===== src/rtl/uart_tx_framer_if.sv =====
// Word handshake between the TX FIFO/CSR side (master) and the UART TX framer (slave).
interface uart_tx_framer_if #(
  parameter int unsigned WIDTH = 8
) ();
  logic [WIDTH-1:0] in_data;
  logic             in_valid;
  logic             in_ready;

  modport master (output in_data, output in_valid, input in_ready);
  modport slave  (input in_data, input in_valid, output in_ready);
endinterface


===== src/rtl/uart_tx_framer.sv =====
// UART transmit framer: one-entry holding buffer feeding a start/data/parity/stop serializer
// that advances one bit per baud tick.
module uart_tx_framer #(
  parameter int unsigned WIDTH     = 8,
  parameter bit          MSB_FIRST = 1'b0,
  parameter int unsigned CNT_BITS  = $clog2(WIDTH) + 1
) (
  input  logic            CLK,
  input  logic            RST,
  input  logic            tick,
  uart_tx_framer_if.slave in_if,
  input  logic            parity_en,
  input  logic            parity_odd,
  input  logic            stop2,
  output logic            tx,
  output logic            busy,
  output logic            frame_done
);

  typedef enum logic [2:0] {
    ST_IDLE,
    ST_START,
    ST_DATA,
    ST_PARITY,
    ST_STOP1,
    ST_STOP2
  } state_t;

  state_t              state;
  logic [WIDTH-1:0]    buf_data;
  logic                buf_full;
  logic                ready_q;
  logic [WIDTH-1:0]    shreg;
  logic [CNT_BITS-1:0] cnt;
  logic                cfg_par_en;
  logic                cfg_stop2;
  logic                par_bit;
  logic                frame_end_c;
  logic                load_c;

  assign in_if.in_ready = ready_q;

  // A frame ends on the tick leaving the last stop bit; a full buffer then reloads with no idle gap.
  assign frame_end_c = (state == ST_STOP2) || ((state == ST_STOP1) && !cfg_stop2);
  assign load_c      = tick && buf_full && ((state == ST_IDLE) || frame_end_c);

  always_ff @(posedge CLK) begin
    if (RST) begin
      state      <= ST_IDLE;
      tx         <= 1'b1;
      busy       <= 1'b0;
      frame_done <= 1'b0;
      buf_data   <= '0;
      buf_full   <= 1'b0;
      ready_q    <= 1'b1;
      shreg      <= '0;
      cnt        <= '0;
      cfg_par_en <= 1'b0;
      cfg_stop2  <= 1'b0;
      par_bit    <= 1'b0;
    end else begin
      frame_done <= 1'b0;

      // Handshake cannot collide with a load: ready_q is low whenever the buffer is full.
      if (in_if.in_valid && ready_q) begin
        buf_data <= in_if.in_data;
        buf_full <= 1'b1;
        ready_q  <= 1'b0;
      end

      if (load_c) begin
        shreg      <= buf_data;
        buf_full   <= 1'b0;
        ready_q    <= 1'b1;
        cfg_par_en <= parity_en;
        cfg_stop2  <= stop2;
        par_bit    <= (^buf_data) ^ parity_odd;
      end

      if (tick) begin
        unique case (state)
          ST_IDLE: begin
            if (buf_full) begin
              state <= ST_START;
              tx    <= 1'b0;
              busy  <= 1'b1;
            end
          end
          ST_START: begin
            state <= ST_DATA;
            cnt   <= CNT_BITS'(WIDTH - 1);
            tx    <= MSB_FIRST ? shreg[WIDTH-1] : shreg[0];
          end
          ST_DATA: begin
            if (cnt == '0) begin
              if (cfg_par_en) begin
                state <= ST_PARITY;
                tx    <= par_bit;
              end else begin
                state <= ST_STOP1;
                tx    <= 1'b1;
              end
            end else begin
              cnt   <= cnt - CNT_BITS'(1);
              shreg <= MSB_FIRST ? (shreg << 1) : (shreg >> 1);
              tx    <= MSB_FIRST ? shreg[WIDTH-2] : shreg[1];
            end
          end
          ST_PARITY: begin
            state <= ST_STOP1;
            tx    <= 1'b1;
          end
          ST_STOP1, ST_STOP2: begin
            if ((state == ST_STOP1) && cfg_stop2) begin
              state <= ST_STOP2;
              tx    <= 1'b1;
            end else begin
              frame_done <= 1'b1;
              if (buf_full) begin
                state <= ST_START;
                tx    <= 1'b0;
              end else begin
                state <= ST_IDLE;
                tx    <= 1'b1;
                busy  <= 1'b0;
              end
            end
          end
          default: begin
            state <= ST_IDLE;
            tx    <= 1'b1;
            busy  <= 1'b0;
          end
        endcase
      end
    end
  end

endmodule


===== src/flat_wrapper.sv =====
// flat-port wrapper written by rule: the top's interface ports become plain ports
module uart_tx_framer_flat 
#(
  parameter int unsigned WIDTH     = 8,
  parameter bit          MSB_FIRST = 1'b0,
  parameter int unsigned CNT_BITS  = $clog2(WIDTH) + 1
)
  (CLK, RST, tick, parity_en, parity_odd, stop2, tx, busy, frame_done, in_if_in_data, in_if_in_valid, in_if_in_ready);
  uart_tx_framer_if #(.WIDTH(WIDTH)) in_if_i ();
  input  logic CLK;
  input  logic RST;
  input  logic tick;
  input  logic parity_en;
  input  logic parity_odd;
  input  logic stop2;
  output logic tx;
  output logic busy;
  output logic frame_done;
  input wire logic [$bits(in_if_i.in_data)-1:0] in_if_in_data;
  input wire logic [$bits(in_if_i.in_valid)-1:0] in_if_in_valid;
  output wire logic [$bits(in_if_i.in_ready)-1:0] in_if_in_ready;
  assign in_if_i.in_data = in_if_in_data;
  assign in_if_i.in_valid = in_if_in_valid;
  assign in_if_in_ready = in_if_i.in_ready;
  uart_tx_framer #(.WIDTH(WIDTH), .MSB_FIRST(MSB_FIRST), .CNT_BITS(CNT_BITS)) u_core (.CLK(CLK), .RST(RST), .tick(tick), .in_if(in_if_i), .parity_en(parity_en), .parity_odd(parity_odd), .stop2(stop2), .tx(tx), .busy(busy), .frame_done(frame_done));
endmodule

===== config.mk =====
export PLATFORM = sky130hd
export DESIGN_NAME = uart_tx_framer_flat
export DESIGN_NICKNAME = d
export VERILOG_FILES = /design/src/rtl/uart_tx_framer_if.sv /design/src/rtl/uart_tx_framer.sv /design/src/flat_wrapper.sv
export SDC_FILE = /design/constraint.sdc
export NUM_CORES = 1
export LEC_CHECK = 0
export ABC_AREA = 1
export CORE_AREA = 2 2 59 61
export DETAILED_ROUTE_END_ITERATION = 16
export DIE_AREA = 0 0 61 63
export GPL_TIMING_DRIVEN = 1
export HOLD_SLACK_MARGIN = 0.1
export PLACE_DENSITY = 0.81
export SETUP_SLACK_MARGIN = 0.4
export SLEW_MARGIN = 20
export SYNTH_ARGS = -nofsm -noshare
export SYNTH_HDL_FRONTEND = slang
export SYNTH_SLANG_ARGS = --single-unit

===== constraint.sdc =====
create_clock -name CLK -period 1.6 [get_ports CLK]
set_input_delay 0.4 -clock CLK [delete_from_list [all_inputs] [get_ports CLK]]
set_output_delay 0.4 -clock CLK [all_outputs]
set_load 0.01 [all_outputs]

==> run metrics, run 1 <==
status=completed; Std-Cell Rows=21; Synth cell types=24; maximum clock path buffer count=2; crit path cell chain=nor2_4, nand2_4, nor2_4, nand2_4, nand2_4, nand3_2, nand3_1, nor2_1; sw frac=36.1%; Startpoint Class=flip-flop; die height=63 µm; Clk network pwr share=18.3%; CTS Hold Buffers Added=0; ys async rst share=0%; Fmax achieved=744 MHz; vias in the first global route=1463; worst hold path class=flip-flop to flip-flop; DR pass1 iterations=5; # setup viols final=0; worst slack, placed=-0.0363 ns; clock-pin slew on the worst setup and hold paths=0.10 ns; Reg2Reg Setup Slack=0.26 ns; Core ar.=3230 µm²; crit end category=flip-flop; Setup CP Type=flip-flop to flip-flop; Die X=61 µm; Routed WL=4000 µm; port buffer count=18; area growth from synthesis to layout=44.6%; RSZ-0062 raised after global routing=true; slew margin rel.=79.5%; post-DR wirelength/cell=12.5 µm; 1st-iter DRT viols=67; Final Hold Viols=0; Net Switching=0.000829 W; Synth Register Bits=31; IO Pins=19; first-pass GRT wire length=5990 µm; fin crit period=1.34 ns; fin nets=292; die area=3840 µm²; pin slew with the least headroom to its limit=0.306 ns; PwrDens=1010 nW/µm²; total clock sinks=31; Initial Util=48.5%; ys flop type=dfxtp_1; Int Pwr=0.00147 W; sequential share of power=41.6%; static leakage power=0.993 nW; initial antenna violation count=0; Cells after Synth=225; final core utilization=70.1%; ANT cells=0; via-per-instance ratio=5.24; Mapped Nets=242; pin count of the biggest net entering global routing=27; Synth Area per Inst=6.96 µm²; critical path's slowest cell=dfxtp_4; Final HPWL DP=2290 µm; sequential-to-total area share from yosys stat=39.6%; Mapped Area=1570 µm²; Worst Path Buf+Inv=0; CP Data Arrival Time=1.60 ns; non-filler cells, final=320; crit-path max cell delay=0.39 ns; total grt overflow=0; Vias=1677; Clock Latency Late Sink=0.34 ns; Synthesis Warnings=0; post-route clock period utilization=84.0%; TritonCTS clock tree=yes; Combinational Power Share=40.1%; DP Cell Count=288; CTS root buf=clkbuf_4; Routed Antenna Nets=0; final setup margin=0.257 ns; fillers=284; CP max FO=7; EDFF count, synth=0; layout cells sized above 1=35.4%; Worst VDD drop=0.457 mV; Worst EP required=1.85 ns; drt drc=0; GRT Total Usage=21.0%; Worst path most repeated cell=nand2_4; RePlAce Congestion=0.890; Top delay family on crit path=simple AND/OR/NAND/NOR gates; CTS H-tree depth=2; maxcap violations=0; Slew Limit Fails=0; CTS Buf Count=5; clock skew=0.0157 ns
==> Yosys cell counts, types with 5 or more instances <==
master	instances	area, µm²
a21oi_1	15	75.1
a31oi_1	8	50.1
dfxtp_1	31	621
inv_1	21	78.8
inv_2	5	18.8
nand2_1	57	214
nand2_2	5	31.3
nand3_1	10	50.1
nor2_1	22	82.6
o21ai_0	21	105
o21ai_1	7	35.0
==> tightest hold or removal path: stages (launching register included) <==
cell,delay (ns)
dfxtp_1,0.33
nand2_1,0.06
a31oi_1,0.06
==> flip-flops by register name (all words and copies together) (netlist names) <==
| signal | count |
|---|---|
| u_core.cfg_stop2 | 1 |
| u_core.buf_data | 8 |
| u_core.buf_full | 1 |
| u_core.shreg | 8 |
| u_core.state | 3 |
| u_core.frame_done | 1 |
| u_core.cfg_par_en | 1 |
| u_core.busy | 1 |
| u_core.cnt | 4 |
| u_core.tx | 1 |
| u_core.in_if.in_ready | 1 |
| u_core.par_bit | 1 |
==> layer usage <==
layer	vias to the layer above	share of wire [%]	wire length (µm)	global-route usage [%]
met5	-	0	0	0
met4	0	2.7	109	7.07
met3	14	4.7	187	7.04
met2	47	52	2090	37.2
met1	786	40	1610	22.3
li1	830	-	-	-
==> metrics by stage <==
stage / hold WS [ns] / setup TNS (ns) / power [W] / cell area, µm²
after floorplan: 0.454 / 0 / 0.00137 / 1580
after global placement: 0.449 / -0.0188 / 0.00151 / 1840
after detailed placement: 0.473 / -0.0712 / 0.00153 / 1840
after CTS: 0.485 / 0 / 0.00215 / 2100
after global routing: 0.499 / 0 / 0.00244 / 2270
final: 0.485 / 0 / 0.00230 / 2270
==> power by group through the flow <==
stage	clock, W	combinational (W)	sequential (W)
CTS	0.000426	0.000781	0.000944
finish	0.000420	0.000921	0.000956
floorplan	0	0.000436	0.000933
detailed placement	0	0.000575	0.000952
global route	0.000457	0.00101	0.000969
global placement	0	0.000566	0.000949
==> layout make-up <==
cell class	count	area (µm²)	share of cell area [%]
Multi-Input combinational cell	162	962	42.5
Sequential cell	31	639	28.2
Timing Repair Buffer	48	448	19.8
Inverter	26	113	4.97
Tap cell	46	57.6	2.54
Clock buffer	6	41.3	1.82
Timing Repair inverter	1	5.00	0.221
==> timing repair <==
| action | 4_1_cts | 5_1_grt |
|---|---|---|
| hold endpoints to repair | 0 | 0 |
| gates resized for setup | 59 | 30 |
| buffers inserted | 15 | 8 |
| gates cloned | 1 | 2 |
| endpoints found under the setup margin | 24 | 24 |
| pin swaps | 13 | 8 |
==> final timing paths <==
path,endpoint,depth (start not counted),startpoint
max,u_core.cnt[3],8,u_core.state[2]
min,u_core.shreg[1],2,u_core.buf_data[1]
max reg2reg,u_core.cnt[3],8,u_core.state[2]
min reg2reg,u_core.shreg[1],2,u_core.buf_data[1]
==> cell usage in the layout (no fill, tap or decap), drive strengths merged <==
cell type	instances
dfxtp	31
a31oi	8
dlygate4sd2	1
clkdlybuf4s50	13
nand3b	1
clkinv	2
nand3	10
nand2	65
inv	25
xor2	2
nor3	2
a211oi	2
buf	34
nor2	24
ha	2
clkbuf	6
a21oi	15
o21ai	29
nand4	1
o31ai	1
==> logic make-up (layout without fill, tap and decap cells) <==
kind of cell	after synthesis	count (layout)	synth area share [%]
buf+inv	33	81	9.59
simple gates	102	103	28.5
compound gates	55	55	19.6
fa+ha+maj	2	2	1.60
flops	31	31	39.6
xor+xnor	2	2	1.12
Note: power is estimated with default switching activity, not from simulation.
==> run 2: changes to the inputs <==
clock period = 1.29 ns   (was 1.6 ns; I/O delays follow)
==> run metrics, run 2 (synthesis results as in run 1) <==
port buffer count=18; Final Instance Area=2350 µm²; Top delay family on crit path=simple AND/OR/NAND/NOR gates; Routed WL=4460 µm; CTS Hold Buffers Added=0; layout cells sized above 1=40.3%; CTS Buf Count=5; CP Data Arrival Time=1.55 ns; CTS H-tree depth=2; Slew Limit Fails=0; fin nets=295; final setup margin=-0.0177 ns; Die X=61 µm; fin crit period=1.31 ns; worst hold path class=input port to flip-flop; 1st-iter DRT viols=65; Startpoint Class=flip-flop; total clock sinks=31; Initial Util=48.5%; failing checks=setup timing; initial antenna violation count=0; die height=63 µm; drt drc=0; Final TNS setup=-0.0223 ns; Worst Path Buf+Inv=0; Clock Latency Late Sink=0.34 ns; status=finished with violations; Worst EP required=1.54 ns; pin count of the biggest net entering global routing=19; maxcap violations=0; RePlAce Congestion=0.876; post-DR wirelength/cell=13.8 µm; Worst VDD drop=0.888 mV; RSZ-0062 raised after global routing=true; crit end category=flip-flop; crit path cell chain=nor2_4, nand2_4, nor2_4, nand2_4, nand2_4, nand3_2, nand3_2, nor2_1; CP max FO=7; Fmax achieved=765 MHz; worst hold margin=0.457 ns; ANT cells=0; biggest regs=u_core.buf_data: 8 flops, u_core.shreg: 8 flops, u_core.cnt: 4 flops; post-route clock period utilization=101%; static leakage power=1.05 nW; pin slew with the least headroom to its limit=0.306 ns; Vias=1667; CTS root buf=clkbuf_4; PwrDens=1280 nW/µm²; clock-pin slew on the worst setup and hold paths=0.09 ns; via-per-instance ratio=5.15; slew margin rel.=79.4%; Final Hold Viols=0; IO Pins=19; first-pass GRT wire length=6730 µm; area growth from synthesis to layout=49.8%; TritonCTS clock tree=yes; Setup CP Type=flip-flop to flip-flop; GRT Total Usage=23.4%; crit-path max cell delay=0.41 ns; DR pass1 iterations=4; critical path's slowest cell=dfxtp_4; Final HPWL DP=2400 µm; Std-Cell Rows=21; clock skew=0.00334 ns; Core ar.=3230 µm²; Worst path most repeated cell=nand2_4; vias in the first global route=1560; die area=3840 µm²; most frequent cells in the layout=nand2_1 (44), buf_4 (23), dfxtp_1 (18); total grt overflow=0; Placed Area=1900 µm²; maximum clock path buffer count=2; commonest non-fill, non-tap cell in the layout=nand2_1; # setup viols final=2; Routed Antenna Nets=0
==> run 2: changes by cell type in the layout (fill, tap and decap cells not counted), moves of 3 or more <==
cell | previous run | this run
nand2_1 | 52 | 44
nand2_4 | 8 | 13
dfxtp_1 | 22 | 18
nand2_2 | 5 | 9
o21ai_2 | 9 | 5
nand3_2 | 1 | 4
o21ai_0 | 10 | 13
==> run 2: per-layer routing <==
layer,global-route usage (%),wire (µm),up-vias
met5,0,0,-
met4,8.42,99,0
met3,7.04,206,10
met2,40.3,2390,45
met1,26.3,1760,772
li1,-,-,840
==> run 2: power breakdown <==
| part | internal (W) | switching [W] | leakage, nW |
|---|---|---|---|
| clock network | 0.000252 | 0.000338 | 0.0341 |
| registers | 0.00108 | 0.000128 | 0.259 |
| logic | 0.000571 | 0.000642 | 0.761 |
==> run 2: path summary, 6_finish.rpt <==
check,start,end,slack [ns],cells past startpoint
setup / recovery,u_core.state[0],u_core.cnt[3],-0.02,8
hold reg to reg,u_core.buf_data[1],u_core.buf_data[1],0.49,2
setup reg to reg,u_core.state[0],u_core.cnt[3],-0.02,8
hold / removal,RST,u_core.state[0],0.46,3
==> run 2: worst reg2reg max path: cells and delay by family, from the launching register on <==
kind / cells / cell delay [ns]
flip-flops: 1 / 0.41
AND/OR/NAND/NOR: 8 / 0.79
==> run 2: area by class of cell <==
type	count	area, µm²
tap	46	57.6
clock inverter	1	5.00
multi-input combinational	163	991
inverter	26	118
timing repair buffer	50	463
fill	256	886
clock buffer	6	51.3
sequential	31	649
timing repair inverter	1	11.3
==> run 2: what timing repair did <==
item / 4_1_cts / 5_1_grt
gates cloned: 3 / 1
resized for setup: 51 / 43
pin swaps: 16 / 16
setup endpoints to repair: 35 / 35
setup buffers: 16 / 4
==> run 2: through the flow <==
| step | worst slack, ns | util (%) | cells | power (W) |
|---|---|---|---|---|
| final | -0.0177 | 72.6 | 324 | 0.00301 |
| after global routing | -0.0747 | 72.6 | 324 | 0.00319 |
| after CTS | 0.0221 | 67.9 | 319 | 0.00280 |
| after detailed placement | -0.252 | 58.7 | 293 | 0.00194 |
| after global placement | -0.210 | 58.7 | 293 | 0.00193 |
| after floorplan | 0.0721 | - | 225 | 0.00173 |
